$ cat config.mk
export PLATFORM = sky130hd
export DESIGN_NAME = inner_wb_mem_responder
export DESIGN_NICKNAME = d
export VERILOG_FILES = /design/src/rtl/inner_wb_mem_responder_pkg.sv /design/src/rtl/inner_wb_mem_responder_burst_addr_gen.sv /design/src/rtl/inner_wb_mem_responder.sv
export SDC_FILE = /design/constraint.sdc
export NUM_CORES = 1
export LEC_CHECK = 0
export CORE_MARGIN = 5
export CORE_UTILIZATION = 36
export DETAILED_ROUTE_END_ITERATION = 8
export GPL_ROUTABILITY_DRIVEN = 0
export PLACE_DENSITY = 0.88
export REMOVE_ABC_BUFFERS = 1
export SYNTH_ARGS = -nofsm -noshare
export SYNTH_HDL_FRONTEND = slang
export SYNTH_SLANG_ARGS = --single-unit
$ cat constraint.sdc
create_clock -name i_clk -period 2.48 [get_ports i_clk]
set_clock_uncertainty 0.05 [all_clocks]
set_input_delay 0.372 -clock i_clk [delete_from_list [all_inputs] [get_ports i_clk]]
set_output_delay 0.372 -clock i_clk [all_outputs]
set_load 0.1 [all_outputs]
$ cat src/rtl/inner_wb_mem_responder_pkg.sv
// rtl/inner_wb_mem_responder_pkg.sv - shared state encoding and burst-length constants
package inner_wb_mem_responder_pkg;

   typedef enum logic [2:0] {
      ST_IDLE,
      ST_RD,
      ST_WR_ACK,
      ST_WR_WAIT,
      ST_ERR
   } state_t;

   localparam int BURST_LEN_4 = 4;
   localparam int BURST_LEN_8 = 8;

   // Returns the number of beats remaining after the first one.
   function automatic logic [2:0] burst_beats_after_first(input logic burst_4, input logic burst_8);
      if (burst_8)
         return 3'(BURST_LEN_8 - 1);
      else if (burst_4)
         return 3'(BURST_LEN_4 - 1);
      else
         return 3'd0;
   endfunction

endpackage

$ cat src/rtl/inner_wb_mem_responder_burst_addr_gen.sv
// rtl/inner_wb_mem_responder_burst_addr_gen.sv - linear burst address and beat counter
module wb_burst_addr_gen #(
   parameter int MEM_AW = 10
) (
   input  logic              i_clk,
   input  logic              i_rst,
   input  logic              load,
   input  logic              step,
   input  logic [MEM_AW-1:0] load_adr,
   input  logic [2:0]        load_beats,
   output logic [MEM_AW-1:0] next_adr,
   output logic              last_beat,
   output logic              window_overflow
);

   logic [MEM_AW-1:0] adr_q;
   logic [2:0]        beats_left;

   always_ff @(posedge i_clk) begin
      if (!i_rst) begin
         adr_q      <= '0;
         beats_left <= '0;
      end else if (load) begin
         adr_q      <= load_adr;
         beats_left <= load_beats;
      end else if (step) begin
         adr_q      <= next_adr;
         beats_left <= beats_left - 3'd1;
      end
   end

   assign next_adr        = adr_q + MEM_AW'(1);
   assign last_beat       = (beats_left == 3'd0);
   // Another beat is wanted but the window has no word left for it.
   assign window_overflow = (&adr_q) && !last_beat;

endmodule

$ cat src/rtl/inner_wb_mem_responder.sv
// rtl/inner_wb_mem_responder.sv - inner-bus Wishbone responder backing an on-chip SRAM window
module inner_wb_mem_responder
   import inner_wb_mem_responder_pkg::*;
#(
   parameter int                   WB_ADDR_W = 24,
   parameter int                   DATA_W    = 16,
   parameter int                   MEM_AW    = 10,
   parameter logic [WB_ADDR_W-1:0] BASE_ADDR = '0
) (
   input  logic                  i_clk,
   input  logic                  i_rst,
   input  logic                  wb_cyc,
   input  logic                  wb_stb,
   input  logic                  wb_we,
   input  logic [WB_ADDR_W-1:0]  wb_adr,
   input  logic [DATA_W/8-1:0]   wb_sel,
   input  logic [DATA_W-1:0]     wb_i_dat,
   output logic [DATA_W-1:0]     wb_o_dat,
   input  logic                  wb_4_burst,
   input  logic                  wb_8_burst,
   output logic                  wb_ack,
   output logic                  wb_err,
   output logic                  mem_en,
   output logic                  mem_we,
   output logic [MEM_AW-1:0]     mem_adr,
   output logic [DATA_W/8-1:0]   mem_wmask,
   output logic [DATA_W-1:0]     mem_wdat,
   input  logic [DATA_W-1:0]     mem_rdat
);

   state_t                state;
   logic [WB_ADDR_W-1:0]  offset;
   logic                  req;
   logic                  bad_req;
   logic                  load;
   logic                  step;
   logic [MEM_AW-1:0]     next_adr;
   logic                  last_beat;
   logic                  window_overflow;

   assign wb_o_dat = mem_rdat;
   assign req      = wb_cyc & wb_stb;
   assign offset   = wb_adr - BASE_ADDR;
   assign bad_req  = (wb_4_burst & wb_8_burst) | (offset[WB_ADDR_W-1:MEM_AW] != '0);

   wb_burst_addr_gen #(.MEM_AW(MEM_AW)) u_addr_gen (
      .i_clk           (i_clk),
      .i_rst           (i_rst),
      .load            (load),
      .step            (step),
      .load_adr        (offset[MEM_AW-1:0]),
      .load_beats      (burst_beats_after_first(wb_4_burst, wb_8_burst)),
      .next_adr        (next_adr),
      .last_beat       (last_beat),
      .window_overflow (window_overflow)
   );

   // The SRAM port is driven combinationally so the first access leaves in the accept cycle;
   // everything is held quiet while reset is asserted.
   always_comb begin
      mem_en    = 1'b0;
      mem_we    = 1'b0;
      mem_adr   = '0;
      mem_wmask = '0;
      mem_wdat  = '0;
      load      = 1'b0;
      step      = 1'b0;
      if (i_rst) begin
         case (state)
            ST_IDLE: if (req && !bad_req) begin
               mem_en  = 1'b1;
               mem_we  = wb_we;
               mem_adr = offset[MEM_AW-1:0];
               load    = 1'b1;
               if (wb_we) begin
                  mem_wmask = wb_sel;
                  mem_wdat  = wb_i_dat;
               end
            end
            ST_RD: if (wb_cyc && !last_beat && !window_overflow) begin
               mem_en  = 1'b1;
               mem_adr = next_adr;
               step    = 1'b1;
            end
            ST_WR_WAIT: if (req && !window_overflow) begin
               mem_en    = 1'b1;
               mem_we    = 1'b1;
               mem_adr   = next_adr;
               mem_wmask = wb_sel;
               mem_wdat  = wb_i_dat;
               step      = 1'b1;
            end
            default: ;
         endcase
      end
   end

   always_ff @(posedge i_clk) begin
      if (!i_rst) begin
         state  <= ST_IDLE;
         wb_ack <= 1'b0;
         wb_err <= 1'b0;
      end else begin
         wb_ack <= 1'b0;
         wb_err <= 1'b0;
         case (state)
            ST_IDLE: if (req) begin
               if (bad_req) begin
                  state  <= ST_ERR;
                  wb_err <= 1'b1;
               end else begin
                  state  <= wb_we ? ST_WR_ACK : ST_RD;
                  wb_ack <= 1'b1;
               end
            end
            ST_RD: begin
               if (!wb_cyc || last_beat) begin
                  state <= ST_IDLE;
               end else if (window_overflow) begin
                  state  <= ST_ERR;
                  wb_err <= 1'b1;
               end else begin
                  wb_ack <= 1'b1;
               end
            end
            ST_WR_ACK: state <= (!wb_cyc || last_beat) ? ST_IDLE : ST_WR_WAIT;
            ST_WR_WAIT: begin
               if (!wb_cyc) begin
                  state <= ST_IDLE;
               end else if (wb_stb) begin
                  if (window_overflow) begin
                     state  <= ST_ERR;
                     wb_err <= 1'b1;
                  end else begin
                     state  <= ST_WR_ACK;
                     wb_ack <= 1'b1;
                  end
               end
            end
            default: state <= ST_IDLE;
         endcase
      end
   end

endmodule
==> results_tabular.tex, run 1 <==
\begin{tabular}{lr}
\hline
Metric & Value \\
\hline
\multicolumn{2}{l}{\textbf{STA}} \\
\quad Worst Tran Pin Value & 0.377 ns \\
\quad Highest achievable clock rate & 0.401 GHz \\
\quad Final critical-path required period & 2.49 ns \\
\quad Setup total negative slack & -0.0164 ns \\
\quad Share of the clock period used by the worst path after layout & 101\% \\
\quad Post-layout worst setup margin & -0.0131 ns \\
\quad Final Hold Violating Endpoints & 0 \\
\quad Final setup violation count & 2 \\
\quad RSZ-0062 raised after global routing & yes \\
\quad Relative max-transition margin & 74.8\% \\
\quad Total count of max-transition violations in the final report & 0 \\
\multicolumn{2}{l}{\textbf{Setup path}} \\
\quad Element type at the critical path end & primary output \\
\quad Levels on crit path & 9 \\
\quad Setup crit end & mem\_adr[9] \\
\quad Ordered cell list for the critical path & inv\_2, ha\_4, ha\_4, nor2\_4, o211a\_4, and4b\_1, a21oi\_2, a21oi\_2, buf\_12 \\
\quad Maximum single-stage delay on the critical path & 0.35 ns \\
\quad Crit path kind & reg -> out \\
\quad Timing startpoint of the critical path & u\_addr\_gen.beats\_left[0] \\
\quad Data arrival, critical path & 2.07 ns \\
\quad Beginning of the worst register-to-register path & u\_addr\_gen.beats\_left[0] \\
\quad Biggest fanout along the worst timing path & 6 \\
\quad Critical path's slowest cell & sky130\_fd\_sc\_hd\_\_dfxtp\_2 \\
\quad Length in cells of the worst reg-to-reg path & 11 \\
\quad Worst R2R Setup Slack & 0.26 ns \\
\quad Endpoint of the lowest-slack register-to-register path & u\_addr\_gen.beats\_left[0] \\
\quad Buffers \& Inverters on Critical Path & 2 \\
\quad Critical Path RT & 2.06 ns \\
\quad Startpoint type of the worst setup path & flip-flop \\
\quad Largest delay contributor family on the critical path & compound AO/OA/AOI/OAI gates \\
\multicolumn{2}{l}{\textbf{Route}} \\
\quad Drt via density & 5.77 \\
\quad DRC marker count from the first detailed-route iteration & 193 \\
\quad Sum of routed wire length over all layers & approximately 7500 um \\
\quad Antenna Violating Nets Remaining & 0 \\
\quad Detailed-route via count & 2163 \\
\quad Post-detailed-route wirelength per cell & 20.0 um \\
\quad Number of DRC violations after detailed routing & 0 \\
\quad Pre-antenna DRT Iters & 5 \\
\multicolumn{2}{l}{\textbf{Final layout}} \\
\quad Design Area, Final & 3380 um2 \\
\quad Area added between synthesis and finish & 103\% \\
\quad Number of diodes added for antenna fixing & 0 \\
\quad Fill count & between 200 and 300 \\
\quad Layout cell share with drive strength beyond 1 & a little over half \\
\quad Number of nets in the layout & $\sim$390 \\
\multicolumn{2}{l}{\textbf{GRT}} \\
\quad Largest net degree at the start of global routing & 15 \\
\quad Global-route wire length before repair & roughly 11000 um \\
\quad GRT Resource Usage Total & 21.8\% \\
\quad Vias in the first global route & 2245 \\
\quad Global-route congestion overflow total & 0 \\
\quad Antenna violations before repair & 0 \\
\multicolumn{2}{l}{\textbf{Clock network}} \\
\quad H-tree depth & 1 \\
\quad CTS tree & yes \\
\quad CTS clock-pin slew for the worst setup and hold paths & 0.08 ns \\
\quad Number of clock sinks seen by CTS & 18 \\
\quad Clock buffer count from CTS & 3 \\
\quad Clock insertion delay at the later pin of the skew report & 0.27 ns \\
\quad CTS root buf & sky130\_fd\_sc\_hd\_\_clkbuf\_8 \\
\quad Clock Path Buffers & 2 \\
\multicolumn{2}{l}{\textbf{Synth}} \\
\quad EDFF count, synth & 0 \\
\quad Mapped Area & 1660 um2 \\
\quad Proportion of register bits with asynchronous set or reset after synthesis & 0\% \\
\quad Syn\_area\_per\_cell & 7.92 um2 \\
\quad Synth warn & 0 \\
\quad Number of register bits inferred by synthesis & 18 \\
\quad Number of instances in the synthesized netlist & 210 \\
\quad Post-synthesis sequential area ratio & 21.7\% \\
\quad Top flip-flop cell by instance count after synthesis & sky130\_fd\_sc\_hd\_\_dfxtp\_1 \\
\quad Number of distinct standard cells referenced by the synthesized netlist & 57 \\
\multicolumn{2}{l}{\textbf{Floorplanning}} \\
\quad FP Rows & 24 \\
\quad Die outline area & 6080 um2 \\
\quad \# IOs & 113 \\
\quad Horiz. Die Dim & about 78 um \\
\quad Core area & between 4000 and 5000 um2 \\
\quad Vertical die dimension & 78.0 um \\
\quad Starting density of the core & 37.7\% \\
\multicolumn{2}{l}{\textbf{Placement}} \\
\quad Count of port buffers added during placement & 80 \\
\quad Final HPWL DP & $\sim$4600 um \\
\quad DP Area & between 2000 and 3000 um2 \\
\multicolumn{2}{l}{\textbf{Hold path}} \\
\quad Min-Delay Path Class & in -> reg \\
\quad Worst hold stages & 3 \\
\multicolumn{2}{l}{\textbf{Status}} \\
\quad Status & complete, but fails checks \\
\quad Failing checks & negative setup slack \\
\multicolumn{2}{l}{\textbf{Pwr}} \\
\quad Cell area power density & about 210 nW/um2 \\
\quad Leak & 1.43 nW \\
\quad Maximum resistive drop on vdd & approximately 0.18 mV \\
\multicolumn{2}{l}{\textbf{Flow run}} \\
\quad Maxcap violations & 0 \\
\hline
\end{tabular}
[cell usage after synthesis (4+ instances only)]
| cell | number | share of area [%] |
|---|---|---|
| sky130_fd_sc_hd__buf_6 | 4 | 2.7 |
| sky130_fd_sc_hd__buf_2 | 4 | 1.2 |
| sky130_fd_sc_hd__a22oi_1 | 4 | 1.8 |
| sky130_fd_sc_hd__and3_1 | 6 | 2.3 |
| sky130_fd_sc_hd__buf_4 | 17 | 7.7 |
| sky130_fd_sc_hd__nor2_1 | 12 | 2.7 |
| sky130_fd_sc_hd__nand2_1 | 14 | 3.2 |
| sky130_fd_sc_hd__nor3_1 | 4 | 1.2 |
| sky130_fd_sc_hd__a21oi_1 | 11 | 3.3 |
| sky130_fd_sc_hd__dfxtp_1 | 18 | 22 |
| sky130_fd_sc_hd__inv_1 | 10 | 2.3 |
| sky130_fd_sc_hd__nand3_1 | 15 | 4.5 |
| sky130_fd_sc_hd__o21ai_0 | 5 | 1.5 |
| sky130_fd_sc_hd__and2_1 | 20 | 7.5 |
[layout make-up]
| class | instances | area, um2 | share of cell area, % |
|---|---|---|---|
| Inverter | 11 | 41.3 | 1.22 |
| Timing Repair Buffer | 135 | 1560 | 46.0 |
| Sequential cell | 18 | 373 | 11.0 |
| Multi-Input combinational cell | 155 | 1290 | 38.1 |
| Clock buffer | 4 | 55.1 | 1.63 |
| Tap cell | 52 | 65.1 | 1.93 |
[placed cells by master, fill, tap and decap left out, types with 4 or more instances in the layout]
cell	count
sky130_fd_sc_hd__inv_1	6
sky130_fd_sc_hd__o21ai_0	4
sky130_fd_sc_hd__clkbuf_8	4
sky130_fd_sc_hd__clkbuf_2	8
sky130_fd_sc_hd__dfxtp_2	4
sky130_fd_sc_hd__a21oi_1	6
sky130_fd_sc_hd__dfxtp_1	12
sky130_fd_sc_hd__nand3_1	15
sky130_fd_sc_hd__and2_4	20
sky130_fd_sc_hd__buf_4	48
sky130_fd_sc_hd__clkdlybuf4s50_1	30
sky130_fd_sc_hd__a21oi_2	5
sky130_fd_sc_hd__buf_6	5
sky130_fd_sc_hd__nor2_1	8
sky130_fd_sc_hd__clkdlybuf4s15_1	6
sky130_fd_sc_hd__buf_12	32
sky130_fd_sc_hd__inv_2	5
sky130_fd_sc_hd__nand2_1	12
[cells by family (layout without fill, tap and decap cells)]
logic type / Yosys count / after routing / share of synthesized area (%)
and+or+nand+nor: 94 / 94 / 33.8
AOI/OAI and AO/OA: 48 / 49 / 22.5
buffers and inverters: 38 / 150 / 14.5
DFF: 18 / 18 / 21.7
xor gates and xnor gates: 6 / 6 / 3.16
adders and majority gates: 3 / 3 / 2.26
muxes: 3 / 3 / 2.11
[metal layers]
metal,vias to the layer above,routed length (um),share of wire (%),GRT usage [%]
li1,977,-,-,-
met1,1011,2670,36,22.7
met2,147,3900,52,38.8
met3,28,733,9.8,8.80
met4,0,201,2.7,8.45
met5,-,0,0,0
[worst min-delay path by stage]
stage	startpoint	to	slack, ns
after floorplan	u_addr_gen.beats_left[1]	u_addr_gen.beats_left[1]	0.39
after global placement	u_addr_gen.beats_left[1]	u_addr_gen.beats_left[1]	0.40
after detailed placement	u_addr_gen.beats_left[1]	u_addr_gen.beats_left[1]	0.42
after CTS	u_addr_gen.beats_left[1]	u_addr_gen.beats_left[1]	0.43
after global routing	i_rst	u_addr_gen.adr_q[7]	0.43
final	i_rst	u_addr_gen.adr_q[7]	0.42
[power by group]
part           switching, W  internal (W)  leakage [nW]
sequential       0.00000664      0.000290         0.149
combinational     0.0000685     0.0000949          1.25
clock              0.000118      0.000142        0.0288
[what timing repair did]
| action | 4_1_cts | 5_1_grt |
|---|---|---|
| pin swaps | 24 | 19 |
| setup buffers | 14 | 14 |
| gates resized for setup | 63 | 50 |
| gates cloned | 3 | 0 |
| setup endpoints to repair | 30 | 30 |
| hold buffers | 0 | 0 |
[registers in the layout, indices dropped and copies added (netlist names)]
| signal | count |
|---|---|
| wb_ack | 1 |
| u_addr_gen.adr_q | 10 |
| wb_err | 1 |
| u_addr_gen.beats_left | 3 |
| state | 3 |
[worst register-to-register path, delay by kind of cell (launching register included)]
family,cells,cell delay (ns)
DFF,1,0.35
adders and majority gates,2,0.34
AOI/OAI and AO/OA,3,0.55
and+or+nand+nor,2,0.38
buffers and inverters,4,0.45
[through the flow]
stage | hold slack (ns) | power (W) | std cells | utilization, % | setup slack, ns
4_1_cts | 0.429 | 0.000702 | 361 | 72.3 | 0.000123
5_1_grt | 0.431 | 0.000739 | 375 | 76.5 | -0.0686
3_3_place_gp | 0.396 | 0.000447 | 342 | 64.6 | -0.172
6_report | 0.421 | 0.000719 | 375 | 76.5 | -0.0131
3_5_place_dp | 0.418 | 0.000451 | 342 | 64.6 | -0.250
2_1_floorplan | 0.388 | 0.000336 | 183 | - | -0.891
Power figures use the tool's default switching activity.
==> run 2: changes to the inputs <==
TNS_END_PERCENT = 30   (was unset)
==> run 2 against run 1 <==
  * The run still ends with negative setup slack left
  * Die area stayed put
  * Cell area is 0.85% lower
  * Sequential share of layout area is 0.095 points higher
  * Combinational power hardly changed
  * Register-to-register slack better by 0.10 ns
==> results_tabular.tex, run 2 (synthesis results as in run 1) <==
\begin{tabular}{lr}
\hline
Metric & Value \\
\hline
\multicolumn{2}{l}{\textbf{Clock network}} \\
\quad Clock buffer count from CTS & 3 (unchanged) \\
\quad Number of clock sinks seen by CTS & 18 (unchanged) \\
\quad H-tree depth & 1 (unchanged) \\
\quad Hold-fix buffer count after cts & 0 (unchanged) \\
\quad Clock Path Buffers & 2 (unchanged) \\
\quad CTS clock-pin slew for the worst setup and hold paths & 0.08 ns (about the same) \\
\quad CTS tree & yes \\
\quad Clock insertion delay at the later pin of the skew report & 0.27 ns (about the same) \\
\quad CTS root buf & sky130\_fd\_sc\_hd\_\_clkbuf\_8 \\
\multicolumn{2}{l}{\textbf{Final layout}} \\
\quad Number of nets in the layout & 389 (-0.77\%) \\
\quad Commonest non-fill, non-tap cell in the layout & sky130\_fd\_sc\_hd\_\_buf\_4 \\
\quad Area added between synthesis and finish & 101\% \\
\quad Core utilization of the finished layout & 75.9\% (-0.65 points) \\
\quad Number of diodes added for antenna fixing & 0 (unchanged) \\
\quad Max FFs per register & 10 (unchanged) \\
\quad Fill count & 257 (+2.0\%) \\
\quad Layout cell share with drive strength beyond 1 & 52.2\% (-0.75 points) \\
\quad Largest regs & u\_addr\_gen.adr\_q (10), state (3), u\_addr\_gen.beats\_left (3) \\
\quad Combined area of the multi-input logic cells & 1290 um2 (-0.19\%) \\
\quad Sequential cell area & 373 um2 (unchanged) \\
\quad Commonest cells after routing, fill and taps aside & sky130\_fd\_sc\_hd\_\_buf\_4, sky130\_fd\_sc\_hd\_\_buf\_12, sky130\_fd\_sc\_hd\_\_clkdlybuf4s50\_1 \\
\quad Largest reg by FF count & u\_addr\_gen.adr\_q \\
\multicolumn{2}{l}{\textbf{Floorplanning}} \\
\quad Vertical die dimension & 78.0 um (unchanged) \\
\quad Die outline area & 6080 um2 (unchanged) \\
\quad FP Rows & 24 (unchanged) \\
\quad Starting density of the core & 37.7\% (unchanged) \\
\quad \# IOs & 113 (unchanged) \\
\quad Horiz. Die Dim & 78.0 um (unchanged) \\
\quad Core area & 4410 um2 (unchanged) \\
\multicolumn{2}{l}{\textbf{GRT}} \\
\quad Global-route congestion overflow total & 0 (unchanged) \\
\quad Vias in the first global route & 2245 (unchanged) \\
\quad Antenna violations before repair & 0 (unchanged) \\
\quad Global-route wire length before repair & 10700 um (unchanged) \\
\quad GRT Resource Usage Total & 21.8\% (unchanged) \\
\quad Largest net degree at the start of global routing & 15 (unchanged) \\
\multicolumn{2}{l}{\textbf{Pwr}} \\
\quad Maximum resistive drop on vdd & 0.180 mV (+1.4\%) \\
\quad Cell area power density & 216 nW/um2 (+1.5\%) \\
\quad Leak & 1.42 nW (-0.99\%) \\
\multicolumn{2}{l}{\textbf{STA}} \\
\quad Final worst hold slack & 0.416 ns (-0.00408 ns) \\
\quad Final critical-path required period & 2.49 ns (+0.00116 ns) \\
\quad Relative max-transition margin & 74.8\% (about the same) \\
\quad Total count of max-transition violations in the final report & 0 (unchanged) \\
\quad Post-layout worst setup margin & -0.0143 ns (-0.00116 ns) \\
\quad Final setup violation count & 2 (unchanged) \\
\quad RSZ-0062 raised after global routing & yes \\
\quad Share of the clock period used by the worst path after layout & 101\% (about the same) \\
\quad Highest achievable clock rate & 0.401 GHz (about the same) \\
\quad Final Hold Violating Endpoints & 0 (unchanged) \\
\quad Setup total negative slack & -0.0230 ns (-0.00659 ns) \\
\quad Worst Tran Pin Value & 0.378 ns (+0.000320 ns) \\
\multicolumn{2}{l}{\textbf{Route}} \\
\quad Post-detailed-route wirelength per cell & 20.2 um (+1.0\%) \\
\quad Antenna Violating Nets Remaining & 0 (unchanged) \\
\quad Drt via density & 5.84 (+1.2\%) \\
\quad Detailed-route via count & 2171 (+0.37\%) \\
\quad Pre-antenna DRT Iters & 5 (unchanged) \\
\quad Number of DRC violations after detailed routing & 0 (unchanged) \\
\quad Sum of routed wire length over all layers & 7520 um (+0.21\%) \\
\quad DRC marker count from the first detailed-route iteration & 270 (+40\%) \\
\multicolumn{2}{l}{\textbf{Placement}} \\
\quad Count of port buffers added during placement & 80 (unchanged) \\
\quad Final HPWL DP & 4590 um (unchanged) \\
\quad Worst slack at placement & -0.250 ns (unchanged) \\
\multicolumn{2}{l}{\textbf{Setup path}} \\
\quad Critical Path RT & 2.06 ns (about the same) \\
\quad Setup crit end & mem\_en \\
\quad Crit path kind & reg -> out \\
\quad Length in cells of the worst reg-to-reg path & 10 (-1) \\
\quad Endpoint of the lowest-slack register-to-register path & u\_addr\_gen.beats\_left[0] \\
\quad Worst R2R Setup Slack & 0.36 ns (+0.10 ns) \\
\quad Biggest fanout along the worst timing path & 8 (+2) \\
\quad Beginning of the worst register-to-register path & u\_addr\_gen.beats\_left[0] \\
\quad Startpoint type of the worst setup path & flip-flop \\
\quad Data arrival, critical path & 2.07 ns (about the same) \\
\quad Element type at the critical path end & primary output \\
\quad Timing startpoint of the critical path & u\_addr\_gen.adr\_q[2] \\
\multicolumn{2}{l}{\textbf{Status}} \\
\quad Status & complete, but fails checks \\
\quad Failing checks & negative setup slack \\
\multicolumn{2}{l}{\textbf{Flow run}} \\
\quad Maxcap violations & 0 (unchanged) \\
\multicolumn{2}{l}{\textbf{Hold path}} \\
\quad Min-Delay Path Class & in -> reg \\
\quad Worst Hold Launch & i\_rst \\
\hline
\end{tabular}
## run 2: changes by cell type in the layout (fill, tap and decap cells not counted)
cell,delta
sky130_fd_sc_hd__nor2_1,+1
sky130_fd_sc_hd__nor2_2,-1
sky130_fd_sc_hd__buf_4,-2
sky130_fd_sc_hd__buf_6,-1
## run 2: worst min-delay path by stage
stage	end	slack (ns)	depth (start not counted)
floorplan	u_addr_gen.beats_left[1]	0.39	2
global placement	u_addr_gen.beats_left[1]	0.40	2
detailed placement	u_addr_gen.beats_left[1]	0.42	2
CTS	u_addr_gen.beats_left[1]	0.43	2
global route	u_addr_gen.adr_q[7]	0.43	3
finish	u_addr_gen.adr_q[7]	0.42	3
## run 2: where the power goes
group          switching [W]  leakage [nW]  internal [W]
clock               0.000122        0.0288      0.000142
sequential        0.00000668         0.149      0.000290
combinational      0.0000686          1.24     0.0000948
## run 2: area by class of cell
cell class	count	share of cell area, %
repair buffers	132	45.6
multi-input cells	155	38.4
flip-flops and latches	18	11.1
well taps	52	1.94
clock buffers	4	1.64
inverters	11	1.23
## run 2: what timing repair did
item,CTS,global route
pin swaps,24,18
gates resized for setup,63,48
endpoints found under the setup margin,30,30
cloned,3,0
setup buffers,14,11
## run 2: critical path: stages, from the launching register on
cell and delay, ns:
sky130_fd_sc_hd__dfxtp_1 0.49, sky130_fd_sc_hd__and4_4 0.32, sky130_fd_sc_hd__nand4b_4 0.16, sky130_fd_sc_hd__buf_6 0.16, sky130_fd_sc_hd__and2_4 0.15, sky130_fd_sc_hd__buf_4 0.14, sky130_fd_sc_hd__o21ai_4 0.13, sky130_fd_sc_hd__inv_2 0.08
sky130_fd_sc_hd__buf_12 0.16
## run 2: layer usage
metal	GRT usage (%)	share of wire, %
met5	0	0
met4	8.45	2.5
met3	8.80	11
met2	38.8	52
met1	22.7	35
## run 2: metrics by stage
step	cell area, um2	total power (W)	cells
finish	3350	0.000724	372
CTS	3190	0.000702	361
global route	3350	0.000740	372
detailed placement	2850	0.000451	342
floorplan	1460	0.000336	183
global placement	2850	0.000447	342
==> run 3: changes to the inputs <==
CORE_UTILIZATION = 35   (was 36)
CTS_CLUSTER_SIZE = 30   (was unset)
SYNTH_HIERARCHICAL = 1   (was unset)
==> run 3 against run 2 <==
  * Final cell count is 3.8% lower
  * Critical path depth is 3 higher
  * First-iteration DRC count is 28% higher
  * Synthesized cell count is 2.9% lower
  * Worst hold slack better by 0.21 ns
  * Largest cell class unchanged
  * Non-clock buffer count is 8 lower
  * Setup slack worse by 0.36 ns
  * The flow still finishes with violations (negative setup slack)
  * Utilization is 1.6 points lower
  * Area after synthesis is 3.3% lower
  * Critical endpoint is now mem_wdat[6]
  * Clock power is 5% lower
==> results_tabular.tex, run 3 <==
\begin{tabular}{lr}
\hline
Metric & Value \\
\hline
\multicolumn{2}{l}{\textbf{Synth}} \\
\quad Syn\_area\_per\_cell & 7.88 um2 (-0.47\%) \\
\quad Post-synthesis sequential area ratio & 22.4\% (+0.74 points) \\
\quad Most frequent cells after synthesis & sky130\_fd\_sc\_hd\_\_dfxtp\_1, sky130\_fd\_sc\_hd\_\_nor2b\_1, sky130\_fd\_sc\_hd\_\_nor2\_1 \\
\quad Number of register bits inferred by synthesis & 18 (unchanged) \\
\quad Parity-gate share of the synthesized area counting xor and xnor cells & 8.17\% (+5.0 points) \\
\quad Top post-synthesis cells by area & sky130\_fd\_sc\_hd\_\_dfxtp\_1, sky130\_fd\_sc\_hd\_\_buf\_4, sky130\_fd\_sc\_hd\_\_nor2b\_1, sky130\_fd\_sc\_hd\_\_xnor2\_1, sky130\_fd\_sc\_hd\_\_a22o\_1 \\
\quad Number of distinct standard cells referenced by the synthesized netlist & 49 (-14\%) \\
\quad Share of the synthesized area in the top cell type & 22.4\% (+0.74 points) \\
\quad Main combinational cell family by area after synthesis & simple AND/OR/NAND/NOR gates \\
\quad Number of instances in the synthesized netlist & 204 (-2.9\%) \\
\quad Most area-hungry cell type in the Yosys netlist & sky130\_fd\_sc\_hd\_\_dfxtp\_1 \\
\quad Post-synthesis adder-cell area fraction & 2.33\% (+0.077 points) \\
\quad Mapped Area & 1610 um2 (-3.3\%) \\
\quad EDFF count, synth & 0 (unchanged) \\
\quad Fraction of the mapped netlist area in simple logic gates & 29.2\% (-4.6 points) \\
\quad Synth warn & 6 (+6) \\
\quad Share of synthesized area spent on multiplexers & 1.25\% (-0.86 points) \\
\quad Top flip-flop cell by instance count after synthesis & sky130\_fd\_sc\_hd\_\_dfxtp\_1 \\
\quad Share of the synthesized area in compound gates (AO/OA/AOI/OAI) & 21.3\% (-1.2 points) \\
\quad Proportion of register bits with asynchronous set or reset after synthesis & 0\% (unchanged) \\
\multicolumn{2}{l}{\textbf{Clock network}} \\
\quad Clock buffer count from CTS & 3 (unchanged) \\
\quad CTS tree & yes \\
\quad Clock Path Buffers & 2 (unchanged) \\
\quad CTS root buf & sky130\_fd\_sc\_hd\_\_clkbuf\_8 \\
\quad Number of clock sinks seen by CTS & 18 (unchanged) \\
\quad Hold-fix buffer count after cts & 0 (unchanged) \\
\quad H-tree depth & 1 (unchanged) \\
\quad CTS clock-pin slew for the worst setup and hold paths & 0.07 ns (about the same) \\
\quad Clock insertion delay at the later pin of the skew report & 0.26 ns (about the same) \\
\multicolumn{2}{l}{\textbf{STA}} \\
\quad RSZ-0062 raised after global routing & yes \\
\quad Final critical-path required period & 2.86 ns (+0.364 ns) \\
\quad Worst Tran Pin Value & 0.513 ns (+0.136 ns) \\
\quad Setup total negative slack & -9.54 ns (-9.52 ns) \\
\quad Relative max-transition margin & 65.7\% (-9.1 points) \\
\quad Final Hold Violating Endpoints & 0 (unchanged) \\
\quad Share of the clock period used by the worst path after layout & 115\% (+15 points) \\
\quad Final setup violation count & 32 (+30) \\
\quad Total count of max-transition violations in the final report & 0 (unchanged) \\
\quad Post-layout worst setup margin & -0.378 ns (-0.364 ns) \\
\quad Highest achievable clock rate & 0.350 GHz (-13\%) \\
\multicolumn{2}{l}{\textbf{Setup path}} \\
\quad Startpoint type of the worst setup path & flip-flop \\
\quad Crit path kind & reg -> out \\
\quad Critical path's slowest cell & sky130\_fd\_sc\_hd\_\_dfxtp\_2 \\
\quad Largest delay contributor family on the critical path & simple AND/OR/NAND/NOR gates \\
\quad Most repeated library cell on the critical path & sky130\_fd\_sc\_hd\_\_ha\_4 \\
\quad Maximum single-stage delay on the critical path & 0.34 ns (-0.15 ns) \\
\quad Ordered cell list for the critical path & inv\_2, ha\_4, ha\_4, nor4b\_4, nand4bb\_4, nor4\_4, a31oi\_4, clkbuf\_16, nor2b\_1, buf\_4, buf\_12 \\
\quad Element type at the critical path end & primary output \\
\quad Data arrival, critical path & 2.44 ns (+0.37 ns) \\
\quad Biggest fanout along the worst timing path & 4 (-4) \\
\quad Buffers \& Inverters on Critical Path & 4 (unchanged) \\
\quad Critical Path RT & 2.06 ns (about the same) \\
\multicolumn{2}{l}{\textbf{Final layout}} \\
\quad Commonest non-fill, non-tap cell in the layout & sky130\_fd\_sc\_hd\_\_clkdlybuf4s50\_1 \\
\quad Commonest cells after routing, fill and taps aside & sky130\_fd\_sc\_hd\_\_clkdlybuf4s50\_1, sky130\_fd\_sc\_hd\_\_buf\_4, sky130\_fd\_sc\_hd\_\_buf\_12 \\
\quad Final Non-Filler Cells & 358 (-3.8\%) \\
\quad Number of diodes added for antenna fixing & 0 (unchanged) \\
\quad Area added between synthesis and finish & 104\% \\
\quad Design Area, Final & 3280 um2 (-2.2\%) \\
\quad Largest regs & u\_addr\_gen/adr\_q (10), state (3), u\_addr\_gen/beats\_left (3) \\
\quad Largest reg by FF count & u\_addr\_gen/adr\_q \\
\quad Layout cell share with drive strength beyond 1 & 40.2\% (-12 points) \\
\quad Number of nets in the layout & 375 (-3.6\%) \\
\quad Max FFs per register & 10 (unchanged) \\
\quad Core utilization of the finished layout & 74.2\% (-1.6 points) \\
\multicolumn{2}{l}{\textbf{Pwr}} \\
\quad Clock share of power & 36.6\% (+0.2 points) \\
\quad Switching component of the power & 0.000164 W (-17\%) \\
\quad Cell-internal power & 0.000525 W (-0.34\%) \\
\quad Cell area power density & 210 nW/um2 (-2.7\%) \\
\quad Leak & 1.32 nW (-7.1\%) \\
\quad Fraction of power consumed by sequential logic & 42.4\% (+1.4 points) \\
\quad Switching power share of the total & 23.8\% (-3.4 points) \\
\quad Fraction of power consumed by combinational cells & 21.0\% (-1.6 points) \\
\quad Maximum resistive drop on vdd & 0.161 mV (-10\%) \\
\multicolumn{2}{l}{\textbf{Route}} \\
\quad Sum of routed wire length over all layers & 8680 um (+15\%) \\
\quad Post-detailed-route wirelength per cell & 24.2 um (+20\%) \\
\quad Number of DRC violations after detailed routing & 0 (unchanged) \\
\quad Pre-antenna DRT Iters & 5 (unchanged) \\
\quad Antenna Violating Nets Remaining & 0 (unchanged) \\
\quad DRC marker count from the first detailed-route iteration & 346 (+28\%) \\
\quad Drt via density & 6.07 (+4.0\%) \\
\quad Detailed-route via count & 2172 (+0.046\%) \\
\multicolumn{2}{l}{\textbf{Placement}} \\
\quad Placed insts & 344 (+0.58\%) \\
\quad Count of port buffers added during placement & 80 (unchanged) \\
\quad DP Area & 2850 um2 (unchanged) \\
\quad Final HPWL DP & 4550 um (-0.85\%) \\
\multicolumn{2}{l}{\textbf{Status}} \\
\quad Failing checks & negative setup slack \\
\quad Status & complete, but fails checks \\
\multicolumn{2}{l}{\textbf{GRT}} \\
\quad Antenna violations before repair & 0 (unchanged) \\
\quad Vias in the first global route & 1963 (-13\%) \\
\quad Global-route congestion overflow total & 0 (unchanged) \\
\quad Largest net degree at the start of global routing & 16 (+1) \\
\quad GRT Resource Usage Total & 22.4\% (+0.59 points) \\
\quad Global-route wire length before repair & 10800 um (+0.33\%) \\
\multicolumn{2}{l}{\textbf{Floorplanning}} \\
\quad Core area & 4410 um2 (unchanged) \\
\quad Horiz. Die Dim & 77.8 um (-0.24\%) \\
\quad \# IOs & 113 (unchanged) \\
\quad Vertical die dimension & 77.8 um (-0.24\%) \\
\quad FP Rows & 24 (unchanged) \\
\quad Die outline area & 6050 um2 (-0.49\%) \\
\quad Starting density of the core & 36.4\% (-1.2 points) \\
\multicolumn{2}{l}{\textbf{Flow run}} \\
\quad Maxcap violations & 0 (unchanged) \\
\multicolumn{2}{l}{\textbf{Hold path}} \\
\quad Min-Delay Path Class & reg -> reg \\
\hline
\end{tabular}
run 3: what timing repair did:
action | in CTS | in global routing
buffers inserted | 5 | 4
resized for setup | 42 | 20
gates cloned | 2 | 0
endpoints found under the setup margin | 38 | 37
pin swaps | 6 | 7
run 3: final timing paths:
kind                              end  slack (ns)                      from  cells after the start
max reg2reg       u_addr_gen/adr_q[3]       -0.02  u_addr_gen/beats_left[1]                     13
min reg2reg  u_addr_gen/beats_left[1]        0.63  u_addr_gen/beats_left[1]                      4
max                       mem_wdat[6]       -0.38  u_addr_gen/beats_left[1]                     11
min          u_addr_gen/beats_left[1]        0.63  u_addr_gen/beats_left[1]                      4
run 3: metal layers:
layer	share of wire [%]	global-route usage [%]	up-vias	wire, um
met2	47	39.6	214	4100
met4	6.2	11.0	0	535
met3	13	7.06	61	1090
met5	0	0	-	0
li1	-	-	900	-
met1	34	23.7	997	2960
run 3: kinds of logic after synthesis:
group / after synthesis
adders and majority gates: 3
DFF: 18
muxes: 2
buffers and inverters: 39
xor gates and xnor gates: 15
and+or+nand+nor: 79
AOI/OAI and AO/OA: 48
run 3: power by group through the flow:
stage | logic [W] | registers, W | clock network (W)
2_1_floorplan | 0.0000211 | 0.000303 | 0
3_3_place_gp | 0.000122 | 0.000298 | 0
3_5_place_dp | 0.000124 | 0.000298 | 0
4_1_cts | 0.000130 | 0.000291 | 0.000252
5_1_grt | 0.000149 | 0.000292 | 0.000273
6_report | 0.000145 | 0.000292 | 0.000252
run 3: worst min-delay path, stage by stage (launching register included):
cell and delay, ns:
sky130_fd_sc_hd__dfxtp_2 0.33, sky130_fd_sc_hd__nor2_1 0.11, sky130_fd_sc_hd__a211oi_1 0.06, sky130_fd_sc_hd__a21oi_1 0.11, sky130_fd_sc_hd__nor2_1 0.04
run 3: area by class of cell:
| class | instances | area [um2] |
|---|---|---|
| tap | 52 | 65.1 |
| multi-input combinational | 147 | 1230 |
| fill | 225 | 1140 |
| sequential | 18 | 365 |
| inverter | 13 | 51.3 |
| clock buffer | 4 | 55.1 |
| timing repair buffer | 124 | 1510 |
run 3: through the flow:
step | hold slack, ns | setup WS, ns | power, W
after floorplan | 0.420 | -1.10 | 0.000324
after global placement | 0.520 | -0.111 | 0.000420
after detailed placement | 0.553 | -0.213 | 0.000422
after CTS | 0.570 | -0.303 | 0.000674
after global routing | 0.670 | -0.438 | 0.000714
final | 0.628 | -0.378 | 0.000689
